<file path="src/rtl/divu_pkg.sv">
// divu_pkg: shared state encoding and sizing helpers for the sequential unsigned divider
package divu_pkg;
  typedef enum logic [1:0] {IDLE, BUSY, DONE} divu_state_t;
  localparam int DIVU_N = 32;
  function automatic int cnt_w(input int n);
    return (n > 1) ? $clog2(n) : 1;
  endfunction
endpackage

</file>
<file path="src/rtl/adder_n.sv">
// adder_n: N-bit adder with carry-in (a, b, c_in -> sum)
module adder_n #(parameter int N = 32) (
  input  logic [N-1:0] a,
  input  logic [N-1:0] b,
  input  logic         c_in,
  output logic [N-1:0] sum
);
  assign sum = a + b + N'(c_in);
endmodule

</file>
<file path="src/rtl/sltu.sv">
// sltu: unsigned less-than comparator (a, b -> lt)
module sltu #(parameter int N = 32) (
  input  logic [N-1:0] a,
  input  logic [N-1:0] b,
  output logic         lt
);
  assign lt = a < b;
endmodule

</file>
<file path="src/rtl/divu_seq.sv">
// divu_seq: restoring one-bit-per-cycle unsigned divider; in_valid/in_ready/dividend/divisor in, out_valid/out_ready/quotient/remainder/div_by_zero out
module divu_seq import divu_pkg::*; #(parameter int N = DIVU_N) (
  input  logic         clk,
  input  logic         rst,
  input  logic         in_valid,
  output logic         in_ready,
  input  logic [N-1:0] dividend,
  input  logic [N-1:0] divisor,
  output logic         out_valid,
  input  logic         out_ready,
  output logic [N-1:0] quotient,
  output logic [N-1:0] remainder,
  output logic         div_by_zero
);
  localparam int CW = cnt_w(N);
  divu_state_t state, state_n;
  logic [N-1:0] q, q_n, dvs, dvs_n;
  logic [N:0] r, r_n, t, diff;
  logic [CW-1:0] cnt, cnt_n;
  logic dbz, dbz_n, lt, zero, unused;
  assign t = {r[N-1:0], q[N-1]};
  assign zero = divisor == '0;
  sltu #(.N(N+1)) u_sltu (.a(t), .b({1'b0, dvs}), .lt(lt));
  adder_n #(.N(N+1)) u_sub (.a(t), .b(~{1'b0, dvs}), .c_in(1'b1), .sum(diff));
  always_comb begin
    state_n = state;
    q_n = q;
    r_n = r;
    dvs_n = dvs;
    cnt_n = cnt;
    dbz_n = dbz;
    case (state)
      IDLE: if (in_valid) begin
        dvs_n = divisor;
        dbz_n = zero;
        q_n = zero ? '1 : dividend;
        r_n = zero ? {1'b0, dividend} : '0;
        cnt_n = CW'(N-1);
        state_n = zero ? DONE : BUSY;
      end
      BUSY: begin
        r_n = lt ? t : diff;
        q_n = {q[N-2:0], ~lt};
        cnt_n = (cnt == '0) ? cnt : cnt - 1'b1;
        state_n = (cnt == '0) ? DONE : BUSY;
      end
      DONE: state_n = out_ready ? IDLE : DONE;
      default: state_n = IDLE;
    endcase
  end
  always_ff @(posedge clk or posedge rst) begin
    if (rst) begin
      state <= IDLE;
      q <= '0;
      r <= '0;
      dvs <= '0;
      cnt <= '0;
      dbz <= 1'b0;
    end else begin
      state <= state_n;
      q <= q_n;
      r <= r_n;
      dvs <= dvs_n;
      cnt <= cnt_n;
      dbz <= dbz_n;
    end
  end
  // r[N] is always 0 between iterations since the subtract is gated by the compare
  assign unused = r[N];
  assign in_ready = (state == IDLE) & ~rst;
  assign out_valid = state == DONE;
  assign quotient = q;
  assign remainder = r[N-1:0];
  assign div_by_zero = dbz;
endmodule
</file>
<file path="config.mk">
export PLATFORM = sky130hd
export DESIGN_NAME = divu_seq
export DESIGN_NICKNAME = d
export VERILOG_FILES = /design/src/rtl/divu_pkg.sv /design/src/rtl/adder_n.sv /design/src/rtl/sltu.sv /design/src/rtl/divu_seq.sv
export SDC_FILE = /design/constraint.sdc
export NUM_CORES = 1
export LEC_CHECK = 0
export CAP_MARGIN = 20
export CORE_ASPECT_RATIO = 1.25
export CORE_MARGIN = 4
export CORE_UTILIZATION = 59
export CTS_BUF_LIST = sky130_fd_sc_hd__clkbuf_4 sky130_fd_sc_hd__clkbuf_8 sky130_fd_sc_hd__clkbuf_16
export DETAILED_ROUTE_END_ITERATION = 10
export DONT_BUFFER_PORTS = 1
export GPL_ROUTABILITY_DRIVEN = 1
export PLACE_DENSITY_LB_ADDON = 0.3
export SYNTH_ARGS = -nofsm -noshare
export SYNTH_HDL_FRONTEND = slang
export SYNTH_SLANG_ARGS = --single-unit
export TNS_END_PERCENT = 100
</file>
<file path="constraint.sdc">
create_clock -name clk -period 4.8 [get_ports clk]
set_input_delay 0.96 -clock clk [delete_from_list [all_inputs] [get_ports clk]]
set_output_delay 0.96 -clock clk [all_outputs]
set_load 0.05 [all_outputs]
</file>
---- Yosys cells after proc, flatten, opt, wreduce, memory -nomap -nowiden ----
Index checks and enable logic that the tools add are counted.
storage, ports and cells
  bits in registers ....................... 104
  bits of input ports ..................... 68
  output and inout bits ................... 67
  word-level logic and storage cells ...... 40
cells by class
  add/sub/neg operators ................... 3
  magnitude comparators ................... 1
  equal/unequal tests ..................... 4
  muxes and demuxes ....................... 15
  bitwise gates (word level) .............. 4
  reductions and logical operators ........ 7
operators by type and width
  cell                                                                 count
  32-bit 2-to-1 mux                                                    5
  32-bit case mux with 2 select lines                                  2
  33-bit by 32-bit less-than comparator with 1-bit output              1
  32-bit by 1-bit adder with 32-bit output (second input constant)     1
  32-bit adder                                                         1
  32-bit zero test                                                     1
  32-bit inverter                                                      1
  5-bit 2-to-1 mux                                                     2
  5-bit case mux with 2 select lines                                   1
  2-bit 2-to-1 mux                                                     4
  2-bit case mux with 3 select lines                                   1
  5-bit zero test                                                      1
  5-bit by 1-bit subtractor with 5-bit output (second input constant)  1
  2-bit inequality test (second input constant)                        2
  2-bit AND reduction                                                  2
  3-bit AND reduction                                                  1
  2-bit by 1-bit == test with 1-bit output (second input constant)     1
  2-bit == test (second input constant)                                1
  2-bit zero test                                                      1
  1-bit inverter                                                       2
  2-bit nonzero test                                                   1
  1-bit bitwise AND                                                    1

---- Depth between registers and ports, before layout ----
Gate-level depths: netlist of the first run.
  depth after elaboration ................. 5
  mapped depth ............................ 14
  depth with buffers taken out ............ 14

---- Modules after synthesis ----
Synthesis of the first run repeated with hierarchy kept, for this count alone.
second synthesis, totals
  cells, all modules ...................... 911
  area, all modules ....................... 7,807.5 um^2
by module, submodules not included
  module    instances  cells an instance  area an instance (um^2)  seq. area each (um^2)
  divu_seq  1          552                5,251.3                  2,602.5
  adder_n   1          246                1,747.9                  0.0
  sltu      1          113                808.3                    0.0

---- Worst setup path before layout of the first run ----
Ideal clock, no wire load.
  path kind ............................... register to register
  start point ............................. register r[0]
  end point ............................... register r[16]
  setup time .............................. 133 ps
  arrival ................................. 2,997 ps
  data required time ...................... 4,667 ps
  setup slack ............................. 1,671 ps
  cell stages (with the launch flop) ...... 13
  buffers on the path ..................... 1
  period minus slack after synthesis ...... 3,129 ps
  cells stage by stage .................... dfrtp_1 ha_1 nor2b_1 o31a_1 o31ai_2 a211oi_2 o211ai_2 a21oi_2 o32ai_2 buf_6 mux2_4 a221oi_1 a21oi_1
between the ends
  cells in the longest elaborated chain, start to end .. 4
  elaborated cells between the ends (all ways) .. 5
  classes of those cells .................. 2 x add/sub; 1 x order compare; 2 x mux
RTL lines
  what                                      RTL line        RTL
  start, declared                           divu_seq.sv:18  logic [N:0] r, r_n, t, diff;
  start signal, assigned                    divu_seq.sv:62  r <= r_n;
  32-bit adder                              adder_n.sv:8    assign sum = a + b + N'(c_in);
  32-bit by 1-bit adder with 32-bit output  adder_n.sv:8
  32-bit 2-to-1 mux (*)                     divu_seq.sv:42  r_n = lt ? t : diff;
  32-bit case mux with 2 select lines (*)   divu_seq.sv:32  case (state)
Mark *: on every way between the ends. The rest lies on a longest branch, timed or not.
A chain may end at the register's enable or synchronous reset.

---- Worst setup path after layout of the first run ----
  start point ............................. register r[0]
  end point ............................... register r[6]
The elaborated chain is that of the path after synthesis.

==> results.toml, run 1 <==
[setup_path]
reg2reg_slack_ns = 1.00
worst_ep_arrival_time_ns = 4.03
r2r_end = "r[6]"
required_ns = 5.03
cp-start-kind = "register"
worstPathMaxFanout = 18
critPathLaunch = "r[0]"
r2r_start = "r[0]"
cp-end-kind = "register"
crit_type = "reg2reg"
reg2reg_depth = 12

[floorplanning]
start_util = 0.607
ios = 135
die_w_um = 104
num_rows = 43
dieHeight_um = 128
core-area_mm2 = 0.0112
dieArea_mm2 = 0.0133

[global_route]
grt_max_degree = 98
grt_pass1_vias = 6018
grt.busiest_layer = "met2"
use_met2 = 0.520
grt_pass1_wl_um = 31000
gr-total-overflow = 0
grt_usage = 0.292
grt_util_met1 = 0.319
antenna_found_initial = 0
grt_util_met3 = 0.0736

[cells_and_area]
fin_util = 0.643
fin_nets = 863
syn_to_final_growth_pct = 5.93
drive_above_1_share = 0.0967
multiInputGateArea_mm2 = 0.00385
nFillCells = 974
seq_area_mm2 = 0.00260
num_antenna_cells = 0

[timing]
finalClockSkew_ns = 0.00841
setup_ws_ns = 1.00
rsz0062_at_grt = "false"
tns_ns = 0
max_freq_mhz = 263
finalHoldViolCount = 0
min_period_ns = 3.80
final-setup-viol-count = 0
worst-slew-pin-transition_ns = 1.12
period_share = 0.791
finalMaxSlewViolations = 0
holdWs_ns = 0.518
relSlewSlack = 0.253

[clock_network]
hold_buffers = 0
clock_latency_ns = 0.35
cts_buffer_depth = 2
clkTransAtPathRegs_ns = 0.07
cts_setup_buffers = 0
cts_inserted_buffers = 9
cts_tree = "built"
cts_root_buf = "clkbuf_16"
cts_sinks = 104
ctsResizeCount = 0
htreeDepth = 3

[placement]
dp_hpwl_um = 14200
gp_congestion = 0.929
io_buffers = 0
pre_cts_slack_ns = 1.05

[min_path]
hold_depth = 1
min-delay-start = "cnt[0]"
hold_path.class = "reg2reg"
worstHoldEndpoint = "cnt[0]"

[yosys]
synth_edf_count = 0
netlist_area_mm2 = 0.00679
synth-main-ff-cell = "dfrtp_1"
ys_warn_count = 0
async_flop_share = 1.00
synth_cell_types = 66
syn_nets = 891
syn_avg_cell_area_um2 = 8.62
ys_ff_latch = 104
ys_seq_area_frac = 0.383
syn_inst = 788

[drt]
drt_pass1_iterations = 4
vias_per_cell = 6.60
antenna_left = 0
drc = 0
drt_iter0_markers = 343
vias = 5937
routedWlPerCell_um = 21.3
drt_wl_total_um = 19200

[flow_run]
max_cap_violations = 0

[status]
outcome = "finished, final reports clean"
logic make-up (layout without fill, tap and decap cells):
group | after synthesis | count (layout) | share of synthesized area
XOR/XNOR | 25 | 25 | 0.0322
AND/OR/NAND/NOR | 278 | 278 | 0.181
multiplexers | 28 | 28 | 0.0525
buffers and inverters | 92 | 69 | 0.0569
adder cells (fa/ha/maj) | 35 | 35 | 0.0656
flip-flops | 104 | 104 | 0.383
AO/OA/AOI/OAI | 226 | 226 | 0.229
sequential cells by signal, summed over array words and instances (netlist names):
name         flops
cnt              5
div_by_zero      1
dvs             32
quotient        32
r               32
state            2
final cells by class:
class                      count  area share
tap                          135      0.0235
multi-input combinational    592       0.535
clock buffer                  10      0.0332
inverter                      44      0.0233
sequential                   104       0.362
clock inverter                 6      0.0139
timing repair buffer           9     0.00939
cell usage after synthesis, types with 3 or more instances:
| library cell | number | area, um^2 |
|---|---|---|
| mux2i_1 | 12 | 120 |
| dfrtp_1 | 104 | 2600 |
| ha_1 | 34 | 425 |
| mux2_4 | 15 | 225 |
| nand3_1 | 7 | 35.0 |
| a21oi_1 | 48 | 240 |
| o21ai_1 | 8 | 40.0 |
| a21o_1 | 8 | 60.1 |
| a221oi_2 | 7 | 105 |
| inv_1 | 44 | 165 |
| nor2b_1 | 5 | 31.3 |
| a211oi_2 | 3 | 37.5 |
| a211oi_1 | 7 | 52.6 |
| o21bai_1 | 5 | 37.5 |
| nor4_1 | 8 | 50.1 |
| nand4_1 | 7 | 43.8 |
| o21a_1 | 8 | 60.1 |
| a21oi_2 | 4 | 35.0 |
| nor3_1 | 44 | 220 |
| xnor2_1 | 12 | 105 |
| nand2_1 | 100 | 375 |
| nand2b_1 | 3 | 18.8 |
| xor2_1 | 13 | 114 |
| a31oi_1 | 10 | 62.6 |
| clkbuf_1 | 40 | 150 |
| o211ai_1 | 4 | 30.0 |
| o21ai_0 | 51 | 255 |
| o22ai_1 | 3 | 18.8 |
| o31ai_1 | 30 | 225 |
| buf_6 | 3 | 33.8 |
| a221oi_1 | 12 | 105 |
| nor2_1 | 87 | 327 |
layer usage:
layer	vias up	routed length [um]
met5	-	0
met4	0	949
met3	62	1270
met2	214	9950
met1	2903	7010
li1	2758	-
through the flow:
step	std cells	cell area (um^2)
after floorplan	788	6790
after detailed placement	884	6850
after CTS	900	7190
after global placement	884	6850
final	900	7190
after global routing	900	7190
worst max-delay path by stage:
| stage | end | slack, ns | cells after the start |
|---|---|---|---|
| final | r[6] | 1.00 | 12 |
| after global routing | r[6] | 0.82 | 12 |
| after CTS | r[6] | 1.03 | 12 |
| after detailed placement | r[6] | 1.05 | 12 |
| after global placement | r[16] | 1.15 | 12 |
| after floorplan | cnt[0] | 1.11 | 1 |
placed cells by master, fill, tap and decap left out, drive strengths merged, types with 8 or more instances in the layout:
cell type / Yosys / final
dfrtp: 104 / 104
nor3: 44 / 44
mux2i: 12 / 12
a21oi: 52 / 52
mux2: 16 / 16
clkbuf: 40 / 10
xor2: 13 / 13
ha: 34 / 34
nor2: 87 / 87
nand2: 100 / 100
a221oi: 19 / 19
xnor2: 12 / 12
o21a: 8 / 8
nor4: 8 / 8
a211oi: 10 / 10
o21ai: 59 / 59
buf: 8 / 9
a21o: 8 / 8
a31oi: 11 / 11
o31ai: 32 / 32
inv: 44 / 46
worst max-delay path: stages (launching register included):
cell and delay (ns):
dfrtp_1 0.74, ha_1 0.33, nor2b_1 0.14, o31a_1 0.29, o31ai_2 0.31, a211oi_2 0.17
o211ai_2 0.21, a21oi_2 0.10, o32ai_4 0.28, buf_4 0.41, mux2_4 0.34, a221oi_1 0.27
nor2_1 0.06
Power of run 1 is left out: the tool's default activity adds up to more than one toggle a clock period on the data nets, which glitch-free logic cannot reach.
==> run 2: changes to the inputs <==
Settings changed: ABC_AREA from default to 1.
Clock period 4.8 ns to 3.25 ns, I/O delays scaled along.
==> run 2 against run 1 <==
Clock-buffer cell count is 1 higher. Fmax is 32% higher. Largest cell class unchanged. Critical path type unchanged. Worst hold slack worse by 0.25 ns. Synthesized area is 21% higher.
==> results.toml, run 2 <==
[cells_and_area]
stdcell_count = 1458
num_antenna_cells = 0
final_cell_mix = "nand2_1, inv_1, dfrtp_1, nor2_1, nand3_1"
multiInputGateArea_mm2 = 0.00437
design_area_mm2 = 0.00882
syn_to_final_growth_pct = 7.29
seq_area_mm2 = 0.00260
nFillCells = 1312
layout_commonest_cell = "nand2_1"
fin_nets = 1381
drive_above_1_share = 0.0842

[setup_path]
crit_type = "reg2reg"
critPathMaxStageDelay_ns = 0.58
crit_chain = "ha_1, nand2_1, nor2_1, nand2_1, nor2_2, nand2_4, nand2_4, nand3_1, nand2_1, a21oi_2"
worstPathBufferInverterCount = 0
crit_slowest_cell = "dfrtp_1"
cpMostUsedCell = "nand2_1"
critPathLaunch = "r[17]"
required_ns = 3.50
crit_family = "simple AND/OR/NAND/NOR gates"
r2r_start = "r[17]"
worstPathMaxFanout = 32
cp-start-kind = "register"
worst_ep_arrival_time_ns = 3.12
cp-end-kind = "register"

[flow_run]
max_cap_violations = 0

[placement]
io_buffers = 0
placed_area_mm2 = 0.00851
gp_congestion = 1.03
post-place-cells = 1442
dp_hpwl_um = 19100

[status]
outcome = "finished, final reports clean"

[clock_network]
htreeDepth = 3
cts_buffer_depth = 2
hold_buffers = 0
ctsResizeCount = 0
cts_root_buf = "clkbuf_16"
cts_setup_buffers = 0
clkTransAtPathRegs_ns = 0.07
cts_tree = "built"
cts_sinks = 104
cts_inserted_buffers = 9
clock_latency_ns = 0.36

[drt]
drt_iter0_markers = 681
antenna_left = 0
routedWlPerCell_um = 17.0
drc = 0
vias_per_cell = 5.50
vias = 8023
drt_wl_total_um = 24900
drt_pass1_iterations = 5

[floorplanning]
dieHeight_um = 140
core-area_mm2 = 0.0138
ios = 135
die_w_um = 114
start_util = 0.598
dieArea_mm2 = 0.0159
num_rows = 48

[timing]
final-setup-viol-count = 0
min_period_ns = 2.87
period_share = 0.883
worst-slew-pin-transition_ns = 0.889
finalMaxSlewViolations = 0
rsz0062_at_grt = "false"
tns_ns = 0
finalHoldViolCount = 0
max_freq_mhz = 349
finalClockSkew_ns = 0.00948
relSlewSlack = 0.405

[global_route]
grt_usage = 0.319
grt_max_degree = 105
grt_pass1_wl_um = 40100
grt_pass1_vias = 7734
gr-total-overflow = 0
antenna_found_initial = 1

[yosys]
netlist_area_mm2 = 0.00822
async_flop_share = 1.00
synth_largest_area_cell = "dfrtp_1"
synth_cell_types = 46
synth-main-ff-cell = "dfrtp_1"
ys_warn_count = 0
yosysMostFrequentCell = "nand2_1"
syn_avg_cell_area_um2 = 6.46
synthTopCellsByCount = "nand2_1, inv_1, dfrtp_1"
syn_nets = 1377
ys_ff_latch = 104
syn_inst = 1274
ys_seq_area_frac = 0.316
synth_top_cell_area_share = 0.316
synth_edf_count = 0
yosys-top-cells-area = "dfrtp_1, nand2_1, inv_1, ha_1, nand3_1"

[min_path]
hold_path.class = "in2async"
## run 2: changes by cell type after synthesis, sizes merged, moves of 19 or more
cell    delta
a221oi    -19
a22oi     +24
clkbuf    -21
inv      +227
nand2    +299
nand3     +75
nor3      -39
o31ai     -32
## run 2: final cells by class
type                            instances  share of cell area
Sequential cell                       104               0.295
Timing Repair Buffer                   36              0.0320
Multi-Input combinational cell        853               0.495
Tap cell                              175              0.0248
Clock inverter                          5             0.00709
Clock buffer                           11              0.0286
Inverter                              274               0.117
## run 2: final timing paths
path | slack [ns] | to | cells past startpoint
hold reg to reg | 0.49 | dvs[15] | 2
max in group asynchronous | 2.45 | dvs[14] | 2
setup reg to reg | 0.38 | r[28] | 10
setup / recovery | 0.38 | r[28] | 10
min in group clk | 0.46 | dvs[11] | 2
hold / removal | 0.27 | div_by_zero | 2
## run 2: through the flow
step | util | worst slack [ns] | hold slack [ns]
final | 0.642 | 0.381 | 0.269
after global routing | 0.642 | 0.195 | 0.360
after CTS | 0.642 | 0.429 | 0.350
after detailed placement | 0.619 | 0.473 | 0.480
after global placement | 0.619 | 0.496 | 0.468
after floorplan | - | 0.846 | 0.453
## run 2: per-layer routing
layer  wire length [um]  track usage  vias up
li1                   -            -     3947
met1              10700        0.433     3698
met2              11400        0.495      324
met3               2070       0.0769       52
met4                677        0.118        2
met5                 12            0        -
## run 2: cell families (layout without fill, tap and decap cells)
family / Yosys count / after routing / share of synthesized area
and+or+nand+nor: 632 / 632 / 0.333
buffers and inverters: 317 / 326 / 0.153
AOI/OAI and AO/OA: 182 / 182 / 0.139
DFF: 104 / 104 / 0.316
adders and majority gates: 35 / 35 / 0.0542
xor gates and xnor gates: 4 / 4 / 0.00426
Power of run 2 is left out for the same reason.
